==> src/rtl/led_pattern_sequencer.sv <==
// LED bank sequencer: a tick prescaler, a mode register loaded by strobe, and a
// per-mode pattern step engine driving a registered 16-bit LED output.
module led_pattern_sequencer #(
   parameter int TICK_DIV = 50000000
) (
   input  logic        clk,
   input  logic        rst_n,
   input  logic        enable,
   input  logic        mode_load,
   input  logic [2:0]  mode_in,
   output logic [15:0] led,
   output logic [2:0]  mode_out,
   output logic        tick,
   output logic        wrap
);

   localparam int CNT_W = (TICK_DIV > 1) ? $clog2(TICK_DIV) : 1;
   localparam logic [CNT_W-1:0] CNT_MAX = CNT_W'(TICK_DIV - 1);

   localparam logic [2:0] MODE_OFF    = 3'd0;
   localparam logic [2:0] MODE_BLINK  = 3'd1;
   localparam logic [2:0] MODE_CHASE  = 3'd2;
   localparam logic [2:0] MODE_BOUNCE = 3'd3;
   localparam logic [2:0] MODE_COUNT  = 3'd4;

   localparam logic DIR_UP   = 1'b0;
   localparam logic DIR_DOWN = 1'b1;

   logic [CNT_W-1:0] cnt_q, cnt_d;
   logic [15:0]      led_q, led_d;
   logic [2:0]       mode_q, mode_d;
   logic             dir_q, dir_d;
   logic             tick_q, tick_d;
   logic             wrap_q, wrap_d;

   logic             step;
   logic [2:0]       mode_legal;
   logic [15:0]      seed;
   logic [15:0]      step_led;
   logic             step_dir;
   logic             step_wrap;

   assign step = enable && (cnt_q == CNT_MAX);

   // Codes above COUNT are folded onto OFF so mode_out never shows an illegal code.
   always_comb begin
      mode_legal = (mode_in <= MODE_COUNT) ? mode_in : MODE_OFF;
      case (mode_legal)
         MODE_BLINK:  seed = 16'hFFFF;
         MODE_CHASE:  seed = 16'h0001;
         MODE_BOUNCE: seed = 16'h0001;
         default:     seed = 16'h0000;
      endcase
   end

   always_comb begin
      step_led  = led_q;
      step_dir  = dir_q;
      step_wrap = 1'b0;
      case (mode_q)
         MODE_BLINK: begin
            if (led_q == 16'h0000) begin
               step_led  = 16'hFFFF;
               step_wrap = 1'b1;
            end else begin
               step_led  = 16'h0000;
            end
         end
         MODE_CHASE: begin
            step_led  = {led_q[14:0], led_q[15]};
            step_wrap = (led_q == 16'h8000);
         end
         MODE_BOUNCE: begin
            // Direction flips on the step that lands on an end bit, so each end
            // is shown once per pass and the period is 30 steps.
            if (dir_q == DIR_UP) begin
               step_led = {led_q[14:0], 1'b0};
               if (step_led == 16'h8000) begin
                  step_dir = DIR_DOWN;
               end
            end else begin
               step_led = {1'b0, led_q[15:1]};
               if (step_led == 16'h0001) begin
                  step_dir  = DIR_UP;
                  step_wrap = 1'b1;
               end
            end
         end
         MODE_COUNT: begin
            step_led  = led_q + 16'd1;
            step_wrap = (led_q == 16'hFFFF);
         end
         default: begin
            step_led  = 16'h0000;
         end
      endcase
   end

   // A mode load takes priority over a coincident step, which is then dropped.
   always_comb begin
      cnt_d  = cnt_q;
      led_d  = led_q;
      mode_d = mode_q;
      dir_d  = dir_q;
      tick_d = 1'b0;
      wrap_d = 1'b0;
      if (mode_load) begin
         mode_d = mode_legal;
         led_d  = seed;
         cnt_d  = '0;
         dir_d  = DIR_UP;
      end else if (enable) begin
         if (step) begin
            cnt_d  = '0;
            led_d  = step_led;
            dir_d  = step_dir;
            tick_d = 1'b1;
            wrap_d = step_wrap;
         end else begin
            cnt_d  = cnt_q + CNT_W'(1);
         end
      end
   end

   always_ff @(posedge clk or negedge rst_n) begin
      if (!rst_n) begin
         cnt_q  <= '0;
         led_q  <= 16'h0000;
         mode_q <= MODE_OFF;
         dir_q  <= DIR_UP;
         tick_q <= 1'b0;
         wrap_q <= 1'b0;
      end else begin
         cnt_q  <= cnt_d;
         led_q  <= led_d;
         mode_q <= mode_d;
         dir_q  <= dir_d;
         tick_q <= tick_d;
         wrap_q <= wrap_d;
      end
   end

   assign led      = led_q;
   assign mode_out = mode_q;
   assign tick     = tick_q;
   assign wrap     = wrap_q;

endmodule

==> config.mk <==
export PLATFORM = sky130hd
export DESIGN_NAME = led_pattern_sequencer
export DESIGN_NICKNAME = d
export VERILOG_FILES = /design/src/rtl/led_pattern_sequencer.sv
export SDC_FILE = /design/constraint.sdc
export NUM_CORES = 1
export LEC_CHECK = 0
export CAP_MARGIN = 0
export CORE_ASPECT_RATIO = 0.9
export CORE_MARGIN = 2
export CORE_UTILIZATION = 62
export CTS_CLUSTER_DIAMETER = 120
export DETAILED_ROUTE_END_ITERATION = 16
export PLACE_DENSITY_LB_ADDON = 0.25
export SYNTH_ARGS = -nofsm -noshare
export SYNTH_HDL_FRONTEND = slang
export SYNTH_SLANG_ARGS = --single-unit
==> constraint.sdc <==
create_clock -name clk -period 3.83 [get_ports clk]
set_input_delay 0.383 -clock clk [delete_from_list [all_inputs] [get_ports clk]]
set_output_delay 0.383 -clock clk [all_outputs]
set_load 0.05 [all_outputs]
==> results of run 1 <==
-- metal layers --
layer	up-vias	wire, µm	track usage
met3	10	648	0.0529
li1	1331	-	-
met2	157	3330	0.416
met5	-	0	0
met4	0	95	0.0805
met1	1376	3510	0.438
-- power by group --
group | leakage [µW] | switching, µW | internal (µW)
registers | 0.000653 | 46.3 | 524
logic | 0.000605 | 138 | 75.6
clock network | 0.0000445 | 166 | 147
-- registers in the layout, indices dropped and copies added, names as in the netlist --
name / count
cnt_q: 26
led: 16
mode_out: 3
dir_q: 1
tick: 1
wrap: 1
-- cell type report --
class | instances | share of cell area
multi-input combinational | 268 | 0.511
sequential | 48 | 0.345
timing repair buffer | 30 | 0.0826
clock buffer | 7 | 0.0248
tap | 65 | 0.0233
inverter | 10 | 0.0108
clock inverter | 1 | 0.00216
-- Yosys cell counts, types with 5 or more instances --
master and n:
nor4_1 9, o22ai_1 5, mux2i_1 7, o21ai_0 11
a21oi_1 12, o211ai_1 5, nand4_1 14, xnor2_1 16
nand2_1 25, nand3_1 25, inv_1 8, clkbuf_1 20
dfrtp_1 48, nor3_1 8, o221a_2 8, xor2_1 15
nor2_1 36, and3_1 5
-- per-stage QoR --
| stage | setup slack [ps] | power, µW | instance area [µm²] | hold WS [ps] | utilization |
|---|---|---|---|---|---|
| after floorplan | 1460 | 716 | 3130 | 87.4 | - |
| after global placement | 1120 | 786 | 3390 | 528 | 0.697 |
| after detailed placement | 1070 | 790 | 3390 | 543 | 0.697 |
| after CTS | 1150 | 1100 | 3480 | 297 | 0.716 |
| after global routing | 942 | 1140 | 3480 | 343 | 0.716 |
| final | 1070 | 1100 | 3480 | 257 | 0.716 |
-- logic make-up (layout without fill, tap and decap cells) --
group                      Yosys count  count (layout)  synth area share
adders and majority gates            4               4            0.0160
and+or+nand+nor                    159             159             0.284
muxes                                7               7            0.0224
xor gates and xnor gates            31              31            0.0868
AOI/OAI and AO/OA                   67              67             0.160
buffers and inverters               36              48            0.0468
DFF                                 48              48             0.384
-- worst reg2reg max path: stages (launching register included) --
cell and delay (ps):
dfrtp_1 510, or3b_1 470, clkinv_1 440, ha_1 460, nand4_1 110, nor4_1 210, nor3_1 100, nor3b_1 360
-- path summary, 6_finish.rpt --
path / to / slack [ps]
max: wrap$_DFF_PN0_ / 1070
min: cnt_q[11]$_DFFE_PN0P_ / 260
max reg2reg: wrap$_DFF_PN0_ / 1070
min reg2reg: dir_q$_DFFE_PN0P_ / 570
max in group asynchronous: mode_out[2]$_DFFE_PN0P_ / 2940
min in group clk: dir_q$_DFFE_PN0P_ / 570
==> impl_results.md, run 1 <==
* Pwr dens at 315 nW/µm²
* Dominant cells by area after synthesis: dfrtp_1 38%, xnor2_1 4.5%, nor2_1 4.3%
* CP Class: flip-flop to flip-flop
* Initial antenna violation count at 0
* GRT Util Overall at 0.285
* Die X at 78.9 µm
* Crit. End Element: flip-flop
* Average size of a mapped cell at 8.89 µm²
* Most common cell after layout, fill and taps aside: dfrtp_1
* Seq/Total Area, Yosys at 0.384
* CP bufs+invs at 1
* Max Cap Violations at 0
* CTS Root Buffer Type: clkbuf_8
* Synth Cell Area at 3130 µm²
* Post-cts repair resize count at 0
* R2R Path Start: mode_out[0]$_DFFE_PN0P_
* Yosys reg bits at 48
* Port bufs at 27
* Total global routing overflow at 0
* Synth Net Count at 363
* Clock buffers created by TritonCTS at 5
* Cell chain of the critical path: or3b_1 -> clkinv_1 -> ha_1 -> nand4_1 -> nor4_1 -> nor3_1 -> nor3b_1
* First-pass GRT wire length at 12700 µm
* Yosys top cell area share at 0.384
* Number of global-route vias before repair at 2611
* Cells after Synth at 352
* Min-delay worst type: input port to asynchronous set/reset pin
* CP required at 4010 ps
* Vias per cell at 6.70
* WL per Instance at 17.7 µm
* Worst slew pin tran at 1030 ps
* Vias at 2874
* Drt drc at 0
* Diode count at 0
* Inst Count DP at 421
* TritonCTS clock tree: built
* Max transition margin at 0.315
* Slew Limit Fails at 0
* Max Clock Skew at 5.54 ps
* DR iter-0 viols at 351
* CTS H-tree lvls at 2
* Area grow syn2layout at 11.3%
* CP arrival at 2940 ps
* Antenna Nets Post-Route at 0
* WP depth at 7
* Period utilization at 0.721
* Status: complete, no violations
* Post CTS Setup Buffer Count at 0
* Crit. Startpoint: mode_out[0]$_DFFE_PN0P_
* Clk pin slew, worst setup/hold paths at 90 ps
* Slowest stage delay, CP at 510 ps
* Worst-skew pair later-pin latency at 300 ps
* Number of hold-slack violations in the final timing report at 0
* Final min period at 2760 ps
* Detailed placement HPWL at 5190 µm
* Setup TNS at 0 ps
* CP max-delay cell: dfrtp_1
* Post-synth EDFFs at 0
* FP Rows at 24
* Final setup vio count at 0
* CTS Sinks at 48
* Chip height at 71.4 µm
* Synth area leader: dfrtp_1
* Share of cells above drive strength 1 at 0.0797
* Highest clock rate at 362 MHz
* Reg2reg path depth at 7
* Crit path max-delay family: simple AND/OR/NAND/NOR gates
* Pleak at 0.00130 µW
* Drt first pass iters at 5
* Final std cells w/o fill at 429
* Yosys warning count at 0
* Peak VDD IR at 0.000196 V
* Main synth FF type: dfrtp_1
* DIE AREA at 5630 µm²
* CP Max Fanout at 12
* RD Place Congestion at 0.907
* Core ar. at 4860 µm²
* Clk buf depth at 2
* Setup crit start kind: flip-flop
* CTS Hold Bufs at 0
* # fillers at 388
* Most frequent cells in the layout: 48 x dfrtp_1, 36 x nor2_1, 26 x clkdlybuf4s50_1, 25 x nand2_1, 25 x nand3_1
* Num ports at 28
* Unique cell type count in the Yosys netlist at 60
* Sequential cell area at 1200 µm²
* Asr flop ratio synth at 1.00
* Multi-input gate area at 1780 µm²
* Initial Utilization at 0.643
* RSZ-0062 raised after global routing: false
* Routed WL at 7590 µm
* Final net count at 374
* Largest net degree at the start of global routing at 49
No activity file was read; power rests on OpenSTA's default activity.
==> run 2: changes to the inputs <==
CORE_UTILIZATION = 58   (was 62)
clock period = 2.8 ns   (was 3.83 ns; I/O delays follow)
==> run 2 against run 1 <==
Against the previous run: flip-flop and latch count unchanged; clock skew grew 3.4 ps; largest cell class unchanged; sequential share of layout area decreased by 1.4 points; sequential power increased by 32%; final area up 4.1%; power increased by 40%.
==> impl_results.md, run 2 (synthesis gave the netlist of run 1 again) <==
* Status: complete, no violations
* Clk pin slew, worst setup/hold paths at 90 ps (about the same)
* Top cell by count, worst path: nor4_1
* Number of global-route vias before repair at 2572 (-1.5%)
* Slew Limit Fails at 0 (unchanged)
* Core ar. at 5220 µm² (+7.4%)
* Worst slew pin tran at 1030 ps (+7.23 ps)
* Drt first pass iters at 5 (unchanged)
* Largest Register: cnt_q
* Vias at 2948 (+2.6%)
* Chip height at 73.7 µm (+3.2%)
* Max Cap Violations at 0 (unchanged)
* Crit. End Element: flip-flop
* Final setup vio count at 0 (unchanged)
* Number of hold-slack violations in the final timing report at 0 (unchanged)
* Period utilization at 0.887 (+0.166)
* CP required at 2990 ps (-1020 ps)
* Setup crit start kind: flip-flop
* Pleak at 0.00139 µW (+6.9%)
* Highest clock rate at 402 MHz (+11%)
* Largest net degree at the start of global routing at 49 (unchanged)
* Reg2reg end: wrap$_DFF_PN0_
* CP max-delay cell: nor4_1
* Met3 GRT Util at 0.0430 (-0.00990)
* DR iter-0 viols at 463 (+32%)
* Worst-skew pair later-pin latency at 310 ps (about the same)
* CTS Sinks at 48 (unchanged)
* Antenna Nets Post-Route at 0 (unchanged)
* Fin util at 0.694 (-0.0219)
* CTS H-tree lvls at 2 (unchanged)
* Final net count at 391 (+4.5%)
* GRT Util Overall at 0.280 (-0.00490)
* R2R Path Start: led[4]$_DFFE_PN0P_
* WL per Instance at 17.5 µm (-1.1%)
* Area grow syn2layout at 15.9%
* Diode count at 0 (unchanged)
* Most common cell after layout, fill and taps aside: dfrtp_1
* Most frequent cells in the layout: 48 x dfrtp_1, 36 x nor2_1, 26 x clkdlybuf4s50_1, 25 x nand2_1, 25 x nand3_1
* Cell chain of the critical path: nor4_1 -> nand3_1 -> nor4_1 -> buf_4 -> nor3_1 -> nor3b_1
* Initial antenna violation count at 0 (unchanged)
* Vias per cell at 6.58 (-1.8%)
* CP Max Fanout at 9 (-3)
* Post CTS Setup Buffer Count at 0 (unchanged)
* DIE AREA at 6000 µm² (+6.5%)
* Detailed placement HPWL at 5670 µm (+9.1%)
* CTS Hold Bufs at 0 (unchanged)
* Routed WL at 7830 µm (+3.2%)
* Setup TNS at 0 ps (unchanged)
* Initial Utilization at 0.599 (-0.0442)
* Reg2reg path depth at 6 (-1)
* Slowest stage delay, CP at 550 ps (+40 ps)
* Pwr dens at 424 nW/µm² (+35%)
* Share of cells above drive strength 1 at 0.121 (+0.0411)
* # fillers at 433 (+12%)
* Max transition margin at 0.311 (-0.00482)
* Max Clock Skew at 8.90 ps (+3.36 ps)
* Num ports at 28 (unchanged)
* Clk buf depth at 2 (unchanged)
* R2R setup slack at 320 ps (-750 ps)
* CP Class: flip-flop to flip-flop
* Peak VDD IR at 0.000289 V (+47%)
* M1 GR Usage at 0.443 (+0.00452)
* FP Rows at 25 (+4.2%)
* Port bufs at 27 (unchanged)
* Die X at 81.4 µm (+3.2%)
* Clock buffers created by TritonCTS at 5 (unchanged)
* Max reg flops at 26 (unchanged)
* Drt drc at 0 (unchanged)
* CTS Root Buffer Type: clkbuf_8
* First-pass GRT wire length at 13000 µm (+2.6%)
* CP arrival at 2680 ps (-260 ps)
* Final min period at 2480 ps (-278 ps)
* Post-cts repair resize count at 0 (unchanged)
* Met2 usage at 0.403 (-0.0134)
* Total global routing overflow at 0 (unchanged)
* RD Place Congestion at 0.957 (+5.6%)
* Most Used Layer, Global Route: met1
* RSZ-0062 raised after global routing: false
* Min-delay worst type: input port to asynchronous set/reset pin
* TritonCTS clock tree: built
-- run 2: cell count changes in the layout (fill, tap and decap cells not counted) --
cell and change:
buf_4 +16, buf_12 +1
-- run 2: area by class of cell --
type / count / area (µm²) / share of cell area
tap: 67 / 83.8 / 0.0231
clock buffer: 7 / 86.3 / 0.0238
inverter: 10 / 37.5 / 0.0104
timing repair buffer: 47 / 428 / 0.118
multi-input combinational: 268 / 1780 / 0.491
sequential: 48 / 1200 / 0.331
clock inverter: 1 / 7.51 / 0.00207
-- run 2: metal layers --
metal | share of wire | wire length, µm
met1 | 0.47 | 3700
met2 | 0.44 | 3420
met3 | 0.082 | 643
met4 | 0.0084 | 66
met5 | 0 | 0
-- run 2: where the power goes --
group | total (µW) | switching (µW) | internal (µW) | leakage (µW)
clock | 436 | 235 | 201 | 0.0000445
sequential | 754 | 37.0 | 717 | 0.000653
combinational | 349 | 224 | 126 | 0.000695
-- run 2: stage by stage --
step | cells | total power (µW) | area, µm² | setup slack (ps) | hold WS [ps]
6_report | 448 | 1540 | 3630 | 315 | 147
3_5_place_dp | 440 | 1110 | 3530 | 422 | 526
3_3_place_gp | 440 | 1100 | 3530 | 496 | 514
4_1_cts | 448 | 1540 | 3630 | 396 | 195
5_1_grt | 448 | 1600 | 3630 | 181 | 257
2_1_floorplan | 352 | 980 | 3130 | 431 | -15.6
-- run 2: worst max path at each step --
stage / depth (start not counted) / from / endpoint / slack, ps
6_report: 6 / led[4]$_DFFE_PN0P_ / wrap$_DFF_PN0_ / 320
5_1_grt: 6 / led[4]$_DFFE_PN0P_ / wrap$_DFF_PN0_ / 180
4_1_cts: 6 / cnt_q[0]$_DFFE_PN0P_ / led[6]$_DFFE_PN0P_ / 400
3_5_place_dp: 6 / cnt_q[1]$_DFFE_PN0P_ / led[6]$_DFFE_PN0P_ / 420
3_3_place_gp: 5 / led[4]$_DFFE_PN0P_ / led[5]$_DFFE_PN0P_ / 500
2_1_floorplan: 9 / mode_out[0]$_DFFE_PN0P_ / wrap$_DFF_PN0_ / 430
-- run 2: critical path: cells and delay by family, from the launching register on --
| family | cells | cell delay (ps) |
|---|---|---|
| AND/OR/NAND/NOR | 5 | 1660 |
| flip-flops | 1 | 490 |
| buffers and inverters | 1 | 230 |
==> run 3: changes to the inputs <==
SETUP_SLACK_MARGIN = 0.4   (was not set)
==> run 3 against run 2 <==
Against the previous run: final cell count unchanged; utilization increased by 0.98 points; worst hold slack worse by 5.6 ps; sequential power is essentially flat; critical endpoint is now led[6]$_DFFE_PN0P_; worst setup slack better by 190 ps; via count grew 0.58%; critical path depth unchanged; maximum frequency rose by 8.1%; sequential share of layout area decreased by 0.46 points; final area rose by 1.4%; global-route usage up 0.052 points; wire length up 1.1%.
==> impl_results.md, run 3 (synthesis gave the netlist of run 1 again) <==
* Status: complete, no violations
* Crit. End Element: flip-flop
* Clk pin slew, worst setup/hold paths at 90 ps (about the same)
* CTS Sinks at 48 (unchanged)
* Max Cap Violations at 0 (unchanged)
* Highest clock rate at 435 MHz (+8.1%)
* Flop pwr share at 0.488 (-0.002)
* RSZ-0062 raised after global routing: false
* Reg2reg path depth at 6 (unchanged)
* Logic pwr share at 0.230 (+0.003)
* Setup TNS at 0 ps (unchanged)
* Die X at 81.4 µm (unchanged)
* CTS H-tree lvls at 2 (unchanged)
* Switching share of total power at 0.324 (+0.00214)
* CP arrival at 2500 ps (-180 ps)
* Share of cells above drive strength 1 at 0.136 (+0.0157)
* Total global routing overflow at 0 (unchanged)
* Largest Register: cnt_q
* First-pass GRT wire length at 13100 µm (+0.15%)
* Max transition margin at 0.313 (+0.00263)
* # fillers at 430 (-0.69%)
* Number of global-route vias before repair at 2589 (+0.66%)
* FP Rows at 25 (unchanged)
* TritonCTS clock tree: built
* Int Pwr at 1050 µW (+0.46%)
* CP Class: flip-flop to flip-flop
* CP required at 3000 ps (about the same)
* PnR worst setup slack at 501 ps (+186 ps)
* Min-delay worst type: input port to asynchronous set/reset pin
* Drt first pass iters at 5 (unchanged)
* Max Clock Skew at 7.80 ps (-1.10 ps)
* Peak VDD IR at 0.000291 V (+0.77%)
* Net Switching at 503 µW (+1.4%)
* Detailed placement HPWL at 5670 µm (unchanged)
* Port bufs at 27 (unchanged)
* Area grow syn2layout at 17.5%
* Crit. Startpoint: cnt_q[0]$_DFFE_PN0P_
* Final net count at 391 (unchanged)
* Diode count at 0 (unchanged)
* Crit path to: led[6]$_DFFE_PN0P_
* DR iter-0 viols at 423 (-8.6%)
* Pleak at 0.00142 µW (+1.8%)
* DIE AREA at 6000 µm² (unchanged)
* Largest net degree at the start of global routing at 49 (unchanged)
* Worst slew pin tran at 1030 ps (-3.94 ps)
* Power share of the clock group at 0.282 (about the same)
* Initial antenna violation count at 0 (unchanged)
* R2R setup slack at 500 ps (+190 ps)
* Drt drc at 0 (unchanged)
* Pwr dens at 422 nW/µm² (-0.63%)
* Most frequent cells in the layout: 48 x dfrtp_1, 36 x nor2_1, 26 x clkdlybuf4s50_1, 25 x nand2_1, 24 x nand3_1
* Routed WL at 7920 µm (+1.1%)
* Period utilization at 0.821 (-0.0663)
* Reg2reg end: led[6]$_DFFE_PN0P_
* CP Max Fanout at 8 (-1)
* Number of hold-slack violations in the final timing report at 0 (unchanged)
* Core ar. at 5220 µm² (unchanged)
* Post CTS Setup Buffer Count at 0 (unchanged)
* Max reg flops at 26 (unchanged)
* Setup crit start kind: flip-flop
* RD Place Congestion at 0.957 (unchanged)
* Clk buf depth at 2 (unchanged)
* Final setup vio count at 0 (unchanged)
* GRT Util Overall at 0.281 (+0.000522)
* Num ports at 28 (unchanged)
* Most common cell after layout, fill and taps aside: dfrtp_1
* Fin util at 0.704 (+0.00982)
* Vias per cell at 6.62 (+0.58%)
* Final Power at 1550 µW (+0.77%)
* Initial Utilization at 0.599 (unchanged)
* CTS Root Buffer Type: clkbuf_8
* Slew Limit Fails at 0 (unchanged)
* WL per Instance at 17.7 µm (+1.1%)
* Vias at 2965 (+0.58%)
* Antenna Nets Post-Route at 0 (unchanged)
* Final min period at 2300 ps (-186 ps)
* Chip height at 73.7 µm (unchanged)
* R2R Path Start: cnt_q[0]$_DFFE_PN0P_
* Worst-skew pair later-pin latency at 310 ps (about the same)
* Clock buffers created by TritonCTS at 5 (unchanged)
* Pre-CTS setup slack at 422 ps (unchanged)
## run 3: cell counts in the layout (fill, tap and decap cells not counted)
Identical to the previous run, type by type.
## run 3: worst max-delay path: stages (launching register included)
cell and delay [ps]:
dfrtp_1 410, ha_1 220, nand2_1 130, or4b_4 590, o21a_4 280, or3_4 420
o221a_2 140
## run 3: repair_timing
action                     4_1_cts  5_1_grt
setup endpoints to repair        8       17
pin swaps                        0        0
hold buffers                     0        0
resized for setup                1        7
## run 3: final cells by class
cell class / instances / area (µm²) / area share
repair buffers: 47 / 428 / 0.116
multi-input cells: 268 / 1830 / 0.498
clock buffers: 7 / 86.3 / 0.0235
flip-flops and latches: 48 / 1200 / 0.327
inverters: 10 / 37.5 / 0.0102
clock inverters: 1 / 7.51 / 0.00204
well taps: 67 / 83.8 / 0.0228
## run 3: how the worst min path moves through the flow
stage                     startpoint                   end  slack, ps
after global routing           rst_n  cnt_q[6]$_DFFE_PN0P_        260
final                          rst_n  cnt_q[4]$_DFFE_PN0P_        140
after floorplan                rst_n  cnt_q[0]$_DFFE_PN0P_        -20
after detailed placement       rst_n  cnt_q[4]$_DFFE_PN0P_        530
after global placement         rst_n  cnt_q[6]$_DFFE_PN0P_        510
after CTS                      rst_n  cnt_q[4]$_DFFE_PN0P_        190
## run 3: layer usage
| metal | wire length, µm | up-vias | global-route usage |
|---|---|---|---|
| li1 | - | 1365 | - |
| met1 | 3720 | 1437 | 0.442 |
| met2 | 3450 | 150 | 0.405 |
| met3 | 658 | 13 | 0.0430 |
| met4 | 85 | 0 | 0.0584 |
| met5 | 0 | - | 0 |
## run 3: power groups by stage
stage	combinational (µW)	clock (µW)	sequential [µW]
2_1_floorplan	148	0	832
3_3_place_gp	341	0	764
3_5_place_dp	346	0	766
4_1_cts	348	441	752
5_1_grt	381	471	761
6_report	357	438	756
## run 3: stage by stage
stage	hold slack [ps]	cells	area (µm²)
6_report	141	448	3680
5_1_grt	257	448	3680
4_1_cts	195	448	3630
3_5_place_dp	526	440	3530
3_3_place_gp	514	440	3530
2_1_floorplan	-15.6	352	3130
